### config.mk
export PLATFORM = sky130hd
export DESIGN_NAME = apb_master_arbiter
export DESIGN_NICKNAME = d
export VERILOG_FILES = /design/src/rtl/apb_master_arbiter.sv
export SDC_FILE = /design/constraint.sdc
export NUM_CORES = 1
export LEC_CHECK = 0
export CORE_AREA = 5 5 107 159
export CTS_CLUSTER_DIAMETER = 30
export DETAILED_ROUTE_END_ITERATION = 8
export DIE_AREA = 0 0 112 164
export PLACE_DENSITY = 0.65
export SLEW_MARGIN = 25
export SYNTH_ARGS = -nofsm -noshare
export SYNTH_HDL_FRONTEND = slang
export SYNTH_SLANG_ARGS = --single-unit
### constraint.sdc
create_clock -name clock -period 2.75 [get_ports clock]
set_input_delay 0.4125 -clock clock [delete_from_list [all_inputs] [get_ports clock]]
set_output_delay 0.4125 -clock clock [all_outputs]
set_load 0.05 [all_outputs]
### src/rtl/apb_master_arbiter.sv
// apb_master_arbiter: round-robin arbitrated APB master.
// NUM_REQ requesters share one APB bus with four slaves. The bus is selected
// one-hot through Pselx, and each slave owns a 2**SLV_SIZE_LOG2 byte window
// starting at SLV_BASE. Addresses outside the four windows are answered
// locally through the ERR state, with no bus activity.
// Optional build macro: APB_PREADY_EN adds a Pready input so slaves can
// stretch the ACCESS phase with wait states.
module apb_master_arbiter #(
  parameter int          NUM_REQ       = 2,
  parameter logic [31:0] SLV_BASE      = 32'h8000_0000,
  parameter int          SLV_SIZE_LOG2 = 26,
  localparam int         IDW           = (NUM_REQ > 1) ? $clog2(NUM_REQ) : 1
) (
  input  logic                  clock,
  input  logic                  Hresetn,
  input  logic [NUM_REQ-1:0]    req_valid,
  output logic [NUM_REQ-1:0]    req_ready,
  input  logic [NUM_REQ-1:0]    req_write,
  input  logic [NUM_REQ*32-1:0] req_addr,
  input  logic [NUM_REQ*32-1:0] req_wdata,
  output logic                  rsp_valid,
  output logic [IDW-1:0]        rsp_id,
  output logic                  rsp_err,
  output logic [31:0]           rsp_rdata,
  output logic                  busy,
  output logic [31:0]           Paddr,
  output logic [31:0]           Pwdata,
  output logic [3:0]            Pselx,
  output logic                  Penable,
  output logic                  Pwrite,
  input  logic [31:0]           Prdata
`ifdef APB_PREADY_EN
  ,
  input  logic                  Pready
`endif
);

  localparam logic [1:0] ST_IDLE   = 2'd0;
  localparam logic [1:0] ST_SETUP  = 2'd1;
  localparam logic [1:0] ST_ACCESS = 2'd2;
  localparam logic [1:0] ST_ERR    = 2'd3;

  logic [1:0]     state;
  logic [IDW-1:0] ptr;        // last requester granted
  logic [IDW-1:0] cur_id;     // requester owning the transfer in flight
  logic           cur_write;

  logic [IDW-1:0] winner;
  logic           found;
  logic           arb_en;
  logic           accept;
  logic           access_done;
  logic           sel_write;
  logic [31:0]    sel_addr;
  logic [31:0]    sel_wdata;
  logic [31:0]    offset;
  logic           hit;
  logic [1:0]     slv_k;

`ifdef APB_PREADY_EN
  assign access_done = Pready;
`else
  assign access_done = 1'b1;
`endif

  // Arbitration is allowed when idle and on the cycle an ACCESS closes.
  assign arb_en = (state == ST_IDLE) || ((state == ST_ACCESS) && access_done);
  assign accept = arb_en && found;
  assign busy   = (state != ST_IDLE);

  // Round-robin search: first the requesters above the pointer, then wrap to
  // the ones at or below it, so the last winner has the lowest priority.
  always_comb begin
    // NOTE: every variable gets a default before any conditional assignment,
    // otherwise paths that skip the assignment would infer a latch.
    found  = 1'b0;
    winner = '0;
    for (int i = 0; i < NUM_REQ; i++) begin
      if (!found && req_valid[i] && (IDW'(i) > ptr)) begin
        found  = 1'b1;
        winner = IDW'(i);
      end
    end
    for (int i = 0; i < NUM_REQ; i++) begin
      if (!found && req_valid[i] && (IDW'(i) <= ptr)) begin
        found  = 1'b1;
        winner = IDW'(i);
      end
    end
  end

  // Grant is one-hot and combinational in the cycle the winner is consumed.
  always_comb begin
    req_ready = '0;
    for (int i = 0; i < NUM_REQ; i++) begin
      req_ready[i] = accept && (winner == IDW'(i));
    end
  end

  // Multiplex the winning requester's fields and decode its address.
  always_comb begin
    sel_write = 1'b0;
    sel_addr  = 32'h0;
    sel_wdata = 32'h0;
    for (int i = 0; i < NUM_REQ; i++) begin
      if (winner == IDW'(i)) begin
        sel_write = req_write[i];
        sel_addr  = req_addr[i*32 +: 32];
        sel_wdata = req_wdata[i*32 +: 32];
      end
    end
    // Unsigned wrap sends addresses below the base far out of range.
    offset = sel_addr - SLV_BASE;
    hit    = {1'b0, offset} < (33'd4 << SLV_SIZE_LOG2);
    slv_k  = 2'(offset >> SLV_SIZE_LOG2);
  end

  // Phase sequencer; an accept overrides the default next-state of the
  // completing ACCESS so a new SETUP follows with no idle cycle.
  always_ff @(posedge clock or negedge Hresetn) begin
    if (!Hresetn) begin
      state     <= ST_IDLE;
      ptr       <= IDW'(NUM_REQ - 1);
      cur_id    <= '0;
      cur_write <= 1'b0;
      rsp_valid <= 1'b0;
      rsp_id    <= '0;
      rsp_err   <= 1'b0;
      rsp_rdata <= 32'h0;
      Paddr     <= 32'h0;
      Pwdata    <= 32'h0;
      Pselx     <= 4'h0;
      Penable   <= 1'b0;
      Pwrite    <= 1'b0;
    end else begin
      // NOTE: non-blocking assignments so every register samples pre-edge
      // values; the later accept branch can then override earlier defaults.
      rsp_valid <= 1'b0;
      case (state)
        ST_IDLE: begin
        end
        ST_SETUP: begin
          Penable <= 1'b1;
          state   <= ST_ACCESS;
        end
        ST_ACCESS: begin
          if (access_done) begin
            rsp_valid <= 1'b1;
            rsp_id    <= cur_id;
            rsp_err   <= 1'b0;
            rsp_rdata <= cur_write ? 32'h0 : Prdata;
            Pselx     <= 4'h0;
            Penable   <= 1'b0;
            state     <= ST_IDLE;
          end
        end
        ST_ERR: begin
          rsp_valid <= 1'b1;
          rsp_id    <= cur_id;
          rsp_err   <= 1'b1;
          rsp_rdata <= 32'h0;
          state     <= ST_IDLE;
        end
        default: state <= ST_IDLE;
      endcase

      if (accept) begin
        ptr       <= winner;
        cur_id    <= winner;
        cur_write <= sel_write;
        Penable   <= 1'b0;
        if (hit) begin
          state  <= ST_SETUP;
          Pselx  <= 4'b0001 << slv_k;
          Paddr  <= sel_addr;
          Pwrite <= sel_write;
          Pwdata <= sel_write ? sel_wdata : 32'h0;
        end else begin
          state <= ST_ERR;
          Pselx <= 4'h0;
        end
      end
    end
  end

endmodule

# Word-level counts from Yosys, hierarchy flattened
# Cells that the tools add are included.
[totals] reg_bits=110 latchBits=0 input_bits=166 mem_bits_ro=0 output_inout_bits=108 ramBits=0 n_memories=0
[classes] n_eq_ne=3 addsub=1 mul=0 order_cmp=5 div=0 bitwise=1 reduce_logical=22 shifts=1 n_mux=23
[op_table] cell="$mux W32" n=4
[op_table] cell="$pmux W32 S2" n=1
[op_table] cell="$lt A32 B29 Y1 const B" n=1
[op_table] cell="$sub A32 B32 Y32 const B" n=1
[op_table] cell="$mux W4" n=3
[op_table] cell="$logic_and A1 B1 Y1" n=10
[op_table] cell="$mux W1" n=10
[op_table] cell="$reduce_bool A2 Y1" n=3
[op_table] cell="$reduce_bool A3 Y1" n=2
[op_table] cell="$eq A2 B2 Y1 const B" n=2
[op_table] cell="$mux W2" n=2
[op_table] cell="$pmux W1 S2" n=2
[op_table] cell="$pmux W2 S2" n=1
[op_table] cell="$shl A1 B2 Y4 const A" n=1
[op_table] cell="$logic_not A1 Y1" n=3
[op_table] cell="$eq A2 B1 Y1 const B" n=1
[op_table] cell="$gt A1 B1 Y1 const A" n=2
[op_table] cell="$le A1 B1 Y1 const A" n=2
[op_table] cell="$logic_not A2 Y1" n=1
[op_table] cell="$reduce_and A2 Y1" n=1
[op_table] cell="$reduce_or A2 Y1" n=1
[op_table] cell="$logic_or A1 B1 Y1" n=1
[op_table] cell="$not A1 Y1" n=1

# Depth between registers and ports, before layout
# Gate-level depths: netlist (run 1).
[depth] ltp_word=20 mapped_depth=6 depth_no_buf=5

# Least setup slack after synthesis (run 1)
# OpenSTA, ideal clock, no wires.
[synth_path] path_type="input port to flip-flop" from="in req_valid[1]" to="reg Pwdata[10]" path_stages=5 setup_slack_ns=0.674 arrival_ns=1.999 n_path_buf=1 cell_sequence="a21bo_2 nor2_1 a31oi_4 buf_2 o2bb2ai_1"
[synth_via] elab_chain_cells=15
[synth_lines] element="from (decl)" line="16" rtl="input logic [NUM_REQ-1:0] req_valid,"
[synth_lines] element="$logic_and A1 B1 Y1 (2 in a row)" line="79" rtl="if (!found && req_valid[i] && (IDW'(i) > ptr)) begin"
[synth_lines] element="$mux W1" line="79"
[synth_lines] element="$logic_not A1 Y1" line="85" rtl="if (!found && req_valid[i] && (IDW'(i) <= ptr)) begin"
[synth_lines] element="$logic_and A1 B1 Y1 (2 in a row)" line="85"
[synth_lines] element="$mux W1" line="85"
[synth_lines] element="$logic_not A1 Y1" line="85"
[synth_lines] element="$logic_and A1 B1 Y1 (2 in a row)" line="85"
[synth_lines] element="$mux W1" line="85"
[synth_lines] element="$mux W32" line="106" rtl="if (winner == IDW'(i)) begin"
[synth_lines] element="$sub A32 B32 Y32" line="113" rtl="offset = sel_addr - SLV_BASE;"
[synth_lines] element="$lt A32 B29 Y1" line="114" rtl="hit = {1'b0, offset} < (33'd4 << SLV_SIZE_LOG2);"
[synth_lines] element="$reduce_and A2 Y1 (no line)"
[synth_lines] element="to (signal assigned)" line="177" rtl="Pwdata <= sel_write ? sel_wdata : 32'h0;"
[synth_lines] element="to (decl)" line="27" rtl="output logic [31:0] Pwdata,"
# Parallel ways exist; a longest one is shown, timed or not.
# A chain may end at the register's enable or synchronous reset.

# Final worst setup path (run 1)
[layout_path] from="in req_valid[1]" to="out req_ready[1]"
[layout_via] elab_chain_cells=13
[layout_lines] element="$logic_and A1 B1 Y1 (2 in a row)" line="79"
[layout_lines] element="$mux W1" line="79"
[layout_lines] element="$logic_not A1 Y1" line="85"
[layout_lines] element="$logic_and A1 B1 Y1 (2 in a row)" line="85"
[layout_lines] element="$mux W1" line="85"
[layout_lines] element="$logic_not A1 Y1" line="85"
[layout_lines] element="$logic_and A1 B1 Y1 (2 in a row)" line="85"
[layout_lines] element="$mux W1" line="85"
[layout_lines] element="$logic_and A1 B1 Y1" line="68" rtl="assign accept = arb_en && found;"
[layout_lines] element="$logic_and A1 B1 Y1 (*)" line="96" rtl="req_ready[i] = accept && (winner == IDW'(i));"
[layout_lines] element="to (decl)" line="17" rtl="output logic [NUM_REQ-1:0] req_ready,"
# Mark *: on every way between the ends. The rest lies on a longest branch, timed or not.

==> results of run 1 <==
==> metal layers <==
metal	track usage	vias up
met5	0	-
met3	0.0531	19
met1	0.182	2031
li1	-	1985
met2	0.293	186
met4	0.0519	0
==> final cells by class <==
| type | instances | area [um2] | share of cell area |
|---|---|---|---|
| clock buffers | 10 | 229 | 0.0288 |
| clock inverters | 6 | 76.3 | 0.00959 |
| inverters | 3 | 11.3 | 0.00141 |
| multi-input cells | 252 | 1790 | 0.225 |
| flip-flops and latches | 110 | 2750 | 0.346 |
| well taps | 203 | 254 | 0.0319 |
| repair buffers | 284 | 2850 | 0.357 |
==> sequential cells by signal, indices dropped and copies added, names as in the netlist <==
register   flops
rsp_err        1
Penable        1
rsp_id         1
Pwrite         1
cur_write      1
state          2
ptr            1
Paddr         32
Pwdata        32
cur_id         1
Pselx          4
rsp_rdata     32
rsp_valid      1
==> kinds of logic after synthesis <==
kind of cell           count (synthesis)  synth area share
DFF                                  110             0.584
muxes                                 37            0.0828
AOI/OAI and AO/OA                    135             0.213
buffers and inverters                 34            0.0388
and+or+nand+nor                       80            0.0810
==> through the flow <==
step / cells / total power (W)
after floorplan: 396 / 0.00419
after global placement: 852 / 0.00545
after detailed placement: 852 / 0.00549
after CTS: 868 / 0.00685
after global routing: 868 / 0.00706
final: 868 / 0.00676
==> placed cells by master (no fill, tap or decap), drive strengths merged, types with 2 or more instances in the layout <==
| master | netlist | final |
|---|---|---|
| clkdlybuf4s50 | 0 | 270 |
| dfrtp | 109 | 109 |
| nand2 | 61 | 61 |
| mux2i | 34 | 34 |
| a22o | 33 | 33 |
| o2bb2ai | 32 | 32 |
| a31oi | 29 | 29 |
| a21oi | 27 | 27 |
| buf | 18 | 14 |
| clkbuf | 13 | 10 |
| nor2 | 6 | 6 |
| inv | 3 | 6 |
| o21ai | 5 | 5 |
| nand3 | 3 | 3 |
| and2 | 3 | 3 |
| mux2 | 3 | 3 |
| nor4b | 2 | 2 |
| a21o | 2 | 2 |
| clkinv | 0 | 2 |
==> worst paths after layout <==
| path | startpoint | end | slack [ns] | depth (start not counted) |
|---|---|---|---|---|
| setup reg to reg | ptr | Paddr[26] | 0.81 | 4 |
| setup / recovery | req_valid[1] | req_ready[1] | 0.46 | 4 |
| max in group asynchronous | Hresetn | ptr | 1.88 | 2 |
| min in group clock | state[1] | rsp_valid | 0.48 | 0 |
| hold / removal | Hresetn | rsp_rdata[11] | 0.08 | 1 |
| hold reg to reg | state[1] | rsp_valid | 0.48 | 0 |
==> power groups by stage <==
stage               Sequential, W  Clock, W  Combinational (W)
floorplan                 0.00361         0           0.000579
global placement          0.00226         0            0.00318
detailed placement        0.00228         0            0.00322
CTS                       0.00226   0.00138            0.00322
global route              0.00230   0.00144            0.00331
finish                    0.00225   0.00133            0.00318
==> worst max-delay path: cells and delay by family <==
kind | cells | cell delay (ns)
buf+inv | 2 | 0.73
simple gates | 1 | 0.42
compound gates | 1 | 0.31
==> impl_metrics.sql, run 1 <==
INSERT INTO impl_metrics (metric_group, metric, value, unit) VALUES
('synthesis', 'postSynthRegisterBits', '110', ''),
('route', 'drtPass1Iterations', '4', ''),
('floorplan', 'initial_utilization', '0.304', ''),
('power', 'power.ir.vdd_worst', '0.433', 'mV'),
('clock_network', 'clock_pin_slew_on_the_worst_setup_and_hold_paths', '0.08', 'ns'),
('power', 'power_frac_comb', '0.470', ''),
('synthesis', 'yosys_most_used_dff', 'sky130_fd_sc_hd__dfrtp_1', ''),
('global_routing', 'overflow', '0', ''),
('global_routing', 'grt_pass1_wl', '23.9', 'mm'),
('clock_network', 'worstSkewPairLatency', '0.34', 'ns'),
('clock_network', 'clockRootBuffer', 'sky130_fd_sc_hd__clkbuf_16', ''),
('timing', 'timing.final.ws_setup', '0.464', 'ns'),
('global_routing', 'grt_pass1_vias', '4613', ''),
('global_routing', 'grtUsageTotal', '0.163', ''),
('floorplan', 'die_x', '112', 'um'),
('timing', 'slew_violations', '0', ''),
('placement', 'detailed_place_hpwl', '12.0', 'mm'),
('clock_network', 'clockBufferDepth', '2', ''),
('route', 'routed_via_density', '4.86', ''),
('route', 'met3_wirelength', '1.26', 'mm'),
('power', 'internal_power', '0.00391', 'W'),
('cells_and_area', 'fillers', '1455', ''),
('synthesis', 'synth_top_area_cell', 'sky130_fd_sc_hd__dfrtp_1', ''),
('timing', 'setup_violations', '0', ''),
('synthesis', 'synth.cell_area', '4710', 'um2'),
('clock_network', 'cts_htree_levels', '3', ''),
('power', 'power.switching_fraction', '0.422', ''),
('worst_setup_path', 'critical_path.cell_chain', 'clkdlybuf4s50_1, a21bo_4, nor2_1, buf_12', ''),
('timing', 'hold_violations', '0', ''),
('worst_setup_path', 'max_stage_delay', '0.52', 'ns'),
('cells_and_area', 'num_antenna_cells', '0', ''),
('synthesis', 'synth_cells', '396', ''),
('synthesis', 'synth_warnings', '0', ''),
('route', 'route.layer.met1.wl', '6.04', 'mm'),
('route', 'avgRoutedWirePerCell', '18.1', 'um'),
('timing', 'period_minus_slack', '2.29', 'ns'),
('worst_setup_path', 'path_max_fanout', '11', ''),
('route', 'route.antenna.remaining_nets', '0', ''),
('clock_network', 'cts_tree', 'built', ''),
('global_routing', 'grt_antenna_before_repair', '0', ''),
('worst_setup_path', 'critPathRequiredTime', '2.34', 'ns'),
('timing', 'worst_slew_margin_rel', '0.570', ''),
('clock_network', 'post_cts_hold_buffer_count', '0', ''),
('route', 'drc_errors', '0', ''),
('placement', 'io_buffer_count', '273', ''),
('global_routing', 'pin_count_of_the_biggest_net_entering_global_routing', '65', ''),
('timing', 'setup_total_negative_slack', '0', 'ns'),
('synthesis', 'yosysTopAreaCellShare', '0.579', ''),
('synthesis', 'synth_top_cells_by_count', 'sky130_fd_sc_hd__dfrtp_1 (109), sky130_fd_sc_hd__nand2_1 (60), sky130_fd_sc_hd__a22o_1 (33), sky130_fd_sc_hd__mux2i_1 (33), sky130_fd_sc_hd__o2bb2ai_1 (32)', ''),
('power', 'switching_power', '0.00285', 'W'),
('timing', 'max_clock_freq', '437', 'MHz'),
('cells_and_area', 'share_of_final_layout_standard_cells_stronger_than_drive_strength_1', '0.0692', ''),
('clock_network', 'cts_num_sinks', '110', ''),
('floorplan', 'die_h', '164', 'um'),
('route', 'dr_vias', '4221', ''),
('power', 'power_per_cell_area', '850', 'nW/um2'),
('synthesis', 'synth_nets', '562', ''),
('worst_setup_path', 'worstPathArrival', '1.87', 'ns'),
('min_path', 'hold_class', 'in -> async', ''),
('timing', 'unrepaired_setup_endpoints_after_global_routing', 'no', ''),
('floorplan', 'num_rows', '56', ''),
('run_status', 'status', 'finished, final reports clean', ''),
('route', 'detailedRoute.firstIterationViolations', '151', ''),
('synthesis', 'yosys.cell_types.count', '39', ''),
('cells_and_area', 'final_core_util', '0.514', ''),
('floorplan', 'ios', '274', ''),
('power', 'power.clock.fraction', '0.197', ''),
('synthesis', 'asyncSetResetFlopFracSynth', '1.00', ''),
('run', 'max_cap_viol_count', '0', ''),
('worst_setup_path', 'critPathCaptureType', 'output pin', ''),
('synthesis', 'yosysSeqAreaShare', '0.584', '');
Note: power is estimated with default switching activity, not from simulation.
==> inputs of run 2 (changes only) <==
- clock period: 2.75 -> 2.3 ns (I/O delays scaled with it)
==> impl_metrics.sql, run 2 (synthesis results as in run 1) <==
INSERT INTO impl_metrics (metric_group, metric, value, unit) VALUES
('run_status', 'status', 'finished, final reports clean', ''),
('global_routing', 'gr-usage-met3', '0.0549', ''),
('clock_network', 'clock_pin_slew_on_the_worst_setup_and_hold_paths', '0.08', 'ns'),
('worst_setup_path', 'worstPathArrival', '1.84', 'ns'),
('route', 'avgRoutedWirePerCell', '18.1', 'um'),
('global_routing', 'pin_count_of_the_biggest_net_entering_global_routing', '40', ''),
('min_path', 'min_to', 'Paddr[31]', ''),
('global_routing', 'grt_antenna_before_repair', '0', ''),
('timing', 'setup_violations', '0', ''),
('run', 'max_cap_viol_count', '0', ''),
('worst_setup_path', 'startpoint_of_the_worst_slack_reg_to_reg_timing_path', 'ptr', ''),
('worst_setup_path', 'cp.buffers_inverters', '1', ''),
('cells_and_area', 'share_of_final_layout_standard_cells_stronger_than_drive_strength_1', '0.0775', ''),
('global_routing', 'grt_pass1_vias', '4551', ''),
('worst_setup_path', 'largest_delay_share_family_worst_path', 'buffers and inverters', ''),
('cells_and_area', 'layout_common_cells', 'sky130_fd_sc_hd__clkdlybuf4s50_1 (270), sky130_fd_sc_hd__dfrtp_1 (109), sky130_fd_sc_hd__nand2_1 (60)', ''),
('clock_network', 'cts_buf_count', '9', ''),
('timing', 'clock_skew', '0.00719', 'ns'),
('timing', 'unrepaired_setup_endpoints_after_global_routing', 'no', ''),
('timing', 'worst_slew_margin_rel', '0.617', ''),
('cells_and_area', 'fillers', '1407', ''),
('timing', 'worstMarginPinSlew', '0.573', 'ns'),
('min_path', 'hold_path_depth', '1', ''),
('worst_setup_path', 'setup.worst_path.start_class', 'flip-flop', ''),
('timing', 'slew_violations', '0', ''),
('timing', 'period_minus_slack', '2.18', 'ns'),
('cells_and_area', 'area.growth.synth_to_final', '70.1', '%'),
('route', 'drc_errors', '0', ''),
('power', 'power_per_cell_area', '1000', 'nW/um2'),
('worst_setup_path', 'highest_delay_cell_along_the_critical_path', 'sky130_fd_sc_hd__clkdlybuf4s50_1', ''),
('clock_network', 'cts_num_sinks', '110', ''),
('clock_network', 'cts_htree_levels', '3', ''),
('global_routing', 'top_usage_layer', 'met2', ''),
('clock_network', 'cts_resized', '0', ''),
('cells_and_area', 'final_core_util', '0.518', ''),
('worst_setup_path', 'path_max_fanout', '8', ''),
('timing', 'hold_violations', '0', ''),
('route', 'routed_via_density', '4.88', ''),
('route', 'postRouteWirelength', '15.8', 'mm'),
('floorplan', 'die_x', '112', 'um'),
('power', 'leakage', '3.45', 'nW'),
('clock_network', 'clockBufferDepth', '2', ''),
('clock_network', 'clockRootBuffer', 'sky130_fd_sc_hd__clkbuf_16', ''),
('clock_network', 'worstSkewPairLatency', '0.34', 'ns'),
('global_routing', 'grtUsageTotal', '0.166', ''),
('placement', 'placed_cell_area', '7700', 'um2'),
('floorplan', 'core_region_area', '15500', 'um2'),
('route', 'drtPass1Iterations', '4', ''),
('placement', 'detailed_place_hpwl', '12.1', 'mm'),
('cells_and_area', 'layout.cells.most_common', 'sky130_fd_sc_hd__clkdlybuf4s50_1', ''),
('route', 'dr_vias', '4261', ''),
('route', 'route.antenna.remaining_nets', '0', ''),
('global_routing', 'grt_pass1_wl', '24.3', 'mm'),
('power', 'power.ir.vdd_worst', '0.420', 'mV'),
('floorplan', 'ios', '274', ''),
('floorplan', 'num_rows', '56', ''),
('cells_and_area', 'final_design_area_no_fill', '8020', 'um2'),
('placement', 'finalWeightedCongestion', '0.764', ''),
('cells_and_area', 'finish.net_count', '832', ''),
('worst_setup_path', 'max_stage_delay', '0.71', 'ns'),
('timing', 'setup_total_negative_slack', '0', 'ns'),
('route', 'detailedRoute.firstIterationViolations', '189', ''),
('placement', 'io_buffer_count', '273', ''),
('worst_setup_path', 'worst_reg_to_reg_cells', '4', ''),
('floorplan', 'initial_utilization', '0.304', ''),
('cells_and_area', 'num_antenna_cells', '0', ''),
('clock_network', 'cts_tree', 'built', ''),
('global_routing', 'met1_usage', '0.196', ''),
('global_routing', 'overflow', '0', ''),
('worst_setup_path', 'ff2ff_setup_slack', '0.52', 'ns'),
('timing', 'min_period_over_period', '0.949', ''),
('worst_setup_path', 'critPathRequiredTime', '1.96', 'ns'),
('floorplan', 'die_h', '164', 'um'),
('min_path', 'timing.hold.worst.start', 'Paddr[31]', ''),
('worst_setup_path', 'timing_worst_setup_path_type', 'reg -> out', ''),
('cells_and_area', 'largest_registers', 'Paddr x32, Pwdata x32, rsp_rdata x32', ''),
('worst_setup_path', 'crit-reg2reg-capture', 'Paddr[26]', ''),
('floorplan', 'fp.dieArea', '18400', 'um2'),
('global_routing', 'grt.met2_usage', '0.291', ''),
('worst_setup_path', 'critical_path.cell_chain', 'or2_2, clkdlybuf4s50_1', ''),
('min_path', 'hold_class', 'reg -> reg', ''),
('worst_setup_path', 'critPathCaptureType', 'output pin', ''),
('timing', 'max_clock_freq', '458', 'MHz');
## run 2: cell count changes in the layout (fill, tap and decap cells not counted), sizes merged
cell / change
dlygate4sd3: +1
buf: +5
clkinvlp: +1
bufinv: -1
## run 2: repair_timing
item,4_1_cts,5_1_grt
hold buffers,1,0
endpoints found under the hold margin,19,0
setup buffers,0,0
endpoints found under the setup margin,0,0
## run 2: metrics by stage
stage                     instances  hold WS, ns  setup slack [ns]  power (W)
after CTS                       874        0.480            0.0906    0.00816
final                           874        0.468             0.118    0.00803
after global placement          857        0.354             0.176    0.00652
after floorplan                 396       0.0494             0.291    0.00501
after global routing            874        0.500            0.0367    0.00839
after detailed placement        857        0.358            0.0771    0.00657
## run 2: power breakdown
part | switching (W) | leakage [nW] | internal (W)
Sequential | 0.000278 | 1.40 | 0.00241
Combinational | 0.00240 | 1.90 | 0.00141
Clock | 0.000744 | 0.144 | 0.000793
## run 2: how the worst max path moves through the flow
stage | startpoint | end | slack, ns | cells past startpoint
6_report | state[0] | busy | 0.12 | 2
2_1_floorplan | req_valid[1] | Pwdata[10] | 0.29 | 5
3_3_place_gp | req_addr[62] | Paddr[24] | 0.18 | 6
4_1_cts | state[0] | busy | 0.09 | 2
5_1_grt | state[0] | busy | 0.04 | 2
3_5_place_dp | req_addr[62] | Paddr[25] | 0.08 | 6
## run 2: metal layers
metal,vias to the layer above,share of wire
li1,1998,-
met1,2052,0.39
met2,195,0.51
met3,16,0.084
met4,0,0.017
met5,-,0
## run 2: final cells by class
class                      instances  area [um2]  share of cell area
sequential                       110        2750               0.344
timing repair buffer             290        2910               0.362
inverter                           3        11.3             0.00140
clock buffer                      10         239              0.0298
clock inverter                     6        61.3             0.00765
tap                              203         254              0.0317
multi-input combinational        252        1790               0.223
## run 2: worst register-to-register path, cell delays in order, from the launching register on
cell and delay [ns]:
sky130_fd_sc_hd__dfstp_2 0.56, sky130_fd_sc_hd__a21bo_4 0.23, sky130_fd_sc_hd__mux2_4 0.35, sky130_fd_sc_hd__nand2_4 0.34
sky130_fd_sc_hd__o21ai_0 0.17
==> inputs of run 3 (changes only) <==
- CAP_MARGIN: default -> 10
- CORE_AREA: 5 5 107 159 -> 5 5 97 145
- DIE_AREA: 0 0 112 164 -> 0 0 102 150
- PLACE_DENSITY: 0.65 -> 0.77
==> impl_metrics.sql, run 3 (synthesis results as in run 1) <==
INSERT INTO impl_metrics (metric_group, metric, value, unit) VALUES
('clock_network', 'cts_num_sinks', '110', ''),
('timing', 'unrepaired_setup_endpoints_after_global_routing', 'no', ''),
('worst_setup_path', 'worst_reg_to_reg_cells', '4', ''),
('timing', 'hold_violations', '0', ''),
('worst_setup_path', 'worstPathArrival', '1.84', 'ns'),
('global_routing', 'grt_pass1_wl', '24.2', 'mm'),
('power', 'leakage', '3.46', 'nW'),
('cells_and_area', 'num_antenna_cells', '0', ''),
('floorplan', 'ios', '274', ''),
('cells_and_area', 'finish.net_count', '831', ''),
('timing', 'worst_slew_margin_rel', '0.599', ''),
('timing', 'slew_violations', '0', ''),
('worst_setup_path', 'critPathCaptureType', 'output pin', ''),
('cells_and_area', 'final_design_area_no_fill', '7960', 'um2'),
('route', 'drc_errors', '0', ''),
('global_routing', 'grt_pass1_vias', '4691', ''),
('route', 'route.antenna.remaining_nets', '0', ''),
('cells_and_area', 'share_of_final_layout_standard_cells_stronger_than_drive_strength_1', '0.0776', ''),
('clock_network', 'clockBufferDepth', '2', ''),
('worst_setup_path', 'crit-reg2reg-capture', 'Paddr[26]', ''),
('route', 'drtPass1Iterations', '4', ''),
('power', 'power_per_cell_area', '1010', 'nW/um2'),
('global_routing', 'pin_count_of_the_biggest_net_entering_global_routing', '111', ''),
('placement', 'detailed_place_hpwl', '11.7', 'mm'),
('timing', 'period_minus_slack', '2.18', 'ns'),
('cells_and_area', 'largest_registers', 'Paddr x32, Pwdata x32, rsp_rdata x32', ''),
('cells_and_area', 'fillers', '1029', ''),
('placement', 'io_buffer_count', '273', ''),
('clock_network', 'cts_buf_count', '9', ''),
('route', 'detailedRoute.firstIterationViolations', '128', ''),
('worst_setup_path', 'path_max_fanout', '8', ''),
('floorplan', 'fp.dieArea', '15300', 'um2'),
('floorplan', 'initial_utilization', '0.371', ''),
('min_path', 'hold_class', 'in -> async', ''),
('placement', 'placed_cell_area', '7660', 'um2'),
('run', 'max_cap_viol_count', '0', ''),
('worst_setup_path', 'startpoint_of_the_worst_slack_reg_to_reg_timing_path', 'ptr', ''),
('worst_setup_path', 'setup.worst_path.start_class', 'flip-flop', ''),
('cells_and_area', 'area.sequential', '2750', 'um2'),
('clock_network', 'worstSkewPairLatency', '0.35', 'ns'),
('global_routing', 'grtUsageTotal', '0.202', ''),
('power', 'power.ir.vdd_worst', '0.603', 'mV'),
('floorplan', 'num_rows', '51', ''),
('clock_network', 'cts_tree', 'built', ''),
('floorplan', 'core_region_area', '12700', 'um2'),
('worst_setup_path', 'timing_worst_setup_path_type', 'reg -> out', ''),
('run_status', 'status', 'finished, final reports clean', ''),
('cells_and_area', 'layout_common_cells', 'sky130_fd_sc_hd__clkdlybuf4s50_1 (270), sky130_fd_sc_hd__dfrtp_1 (109), sky130_fd_sc_hd__nand2_1 (60)', ''),
('timing', 'worstMarginPinSlew', '0.601', 'ns'),
('clock_network', 'cts_resized', '0', ''),
('worst_setup_path', 'cp-startpoint', 'state[0]', ''),
('worst_setup_path', 'critPathRequiredTime', '1.96', 'ns'),
('floorplan', 'die_x', '102', 'um'),
('cells_and_area', 'multi_input_comb_area', '1790', 'um2'),
('clock_network', 'cts_htree_levels', '3', ''),
('worst_setup_path', 'ff2ff_setup_slack', '0.51', 'ns'),
('cells_and_area', 'layout.cells.most_common', 'sky130_fd_sc_hd__clkdlybuf4s50_1', ''),
('clock_network', 'post_cts_hold_buffer_count', '0', ''),
('floorplan', 'die_h', '150', 'um'),
('global_routing', 'overflow', '0', ''),
('timing', 'setup_total_negative_slack', '0', 'ns'),
('route', 'routed_via_density', '5.22', ''),
('route', 'postRouteWirelength', '15.6', 'mm'),
('clock_network', 'clock_pin_slew_on_the_worst_setup_and_hold_paths', '0.08', 'ns'),
('timing', 'clock_skew', '0.0153', 'ns'),
('timing', 'max_clock_freq', '458', 'MHz'),
('timing', 'setup_violations', '0', ''),
('global_routing', 'grt_antenna_before_repair', '0', ''),
('clock_network', 'cts_setup_buffers', '0', ''),
('placement', 'finalWeightedCongestion', '0.817', ''),
('clock_network', 'clockRootBuffer', 'sky130_fd_sc_hd__clkbuf_16', ''),
('route', 'avgRoutedWirePerCell', '18.9', 'um'),
('cells_and_area', 'area.growth.synth_to_final', '68.9', '%'),
('route', 'dr_vias', '4324', ''),
('timing', 'min_period_over_period', '0.949', '');
## run 3: changes by cell type in the layout (fill, tap and decap cells not counted)
cell	change
sky130_fd_sc_hd__buf_12	+1
sky130_fd_sc_hd__buf_4	-1
sky130_fd_sc_hd__clkinv_4	+1
sky130_fd_sc_hd__clkinv_8	-1
sky130_fd_sc_hd__clkinvlp_4	-1
sky130_fd_sc_hd__dlygate4sd3_1	-1
sky130_fd_sc_hd__inv_8	+1
## run 3: how the worst max path moves through the flow
stage	endpoint	slack, ns	cells after the start
CTS	busy	0.11	2
finish	busy	0.12	2
global route	busy	0.07	2
floorplan	Pwdata[10]	0.29	5
detailed placement	Paddr[26]	0.11	5
global placement	Paddr[28]	0.15	6
## run 3: final cells by class
| type | count | area share |
|---|---|---|
| timing repair buffer | 289 | 0.365 |
| sequential | 110 | 0.346 |
| multi-input combinational | 252 | 0.225 |
| clock buffer | 10 | 0.0300 |
| tap | 159 | 0.0250 |
| clock inverter | 6 | 0.00723 |
| inverter | 3 | 0.00141 |
## run 3: stage by stage
stage                     utilization  total power, W  hold slack (ns)  setup WS, ns  std cells
after global placement          0.603         0.00652            0.456         0.155        813
after CTS                       0.627         0.00815           0.0969         0.107        829
after global routing            0.627         0.00840            0.113        0.0740        829
final                           0.627         0.00806           0.0395         0.116        829
after floorplan                     -         0.00501           0.0494         0.291        396
after detailed placement        0.603         0.00658            0.465         0.114        813
## run 3: per-layer routing
metal / vias to the layer above / global-route usage / part of all wire
li1: 1996 / - / -
met1: 2109 / 0.240 / 0.38
met2: 191 / 0.340 / 0.51
met3: 28 / 0.0583 / 0.084
met4: 0 / 0.0788 / 0.027
met5: - / 0 / 0
## run 3: worst max-delay path: stages, from the launching register on
cell and delay, ns:
sky130_fd_sc_hd__dfrtp_1 0.47, sky130_fd_sc_hd__or2_2 0.33, sky130_fd_sc_hd__clkdlybuf4s50_1 0.70
## run 3: where the power goes
part / switching [W] / internal [W]
Combinational: 0.00242 / 0.00142
Clock: 0.000745 / 0.000793
Sequential: 0.000282 / 0.00241
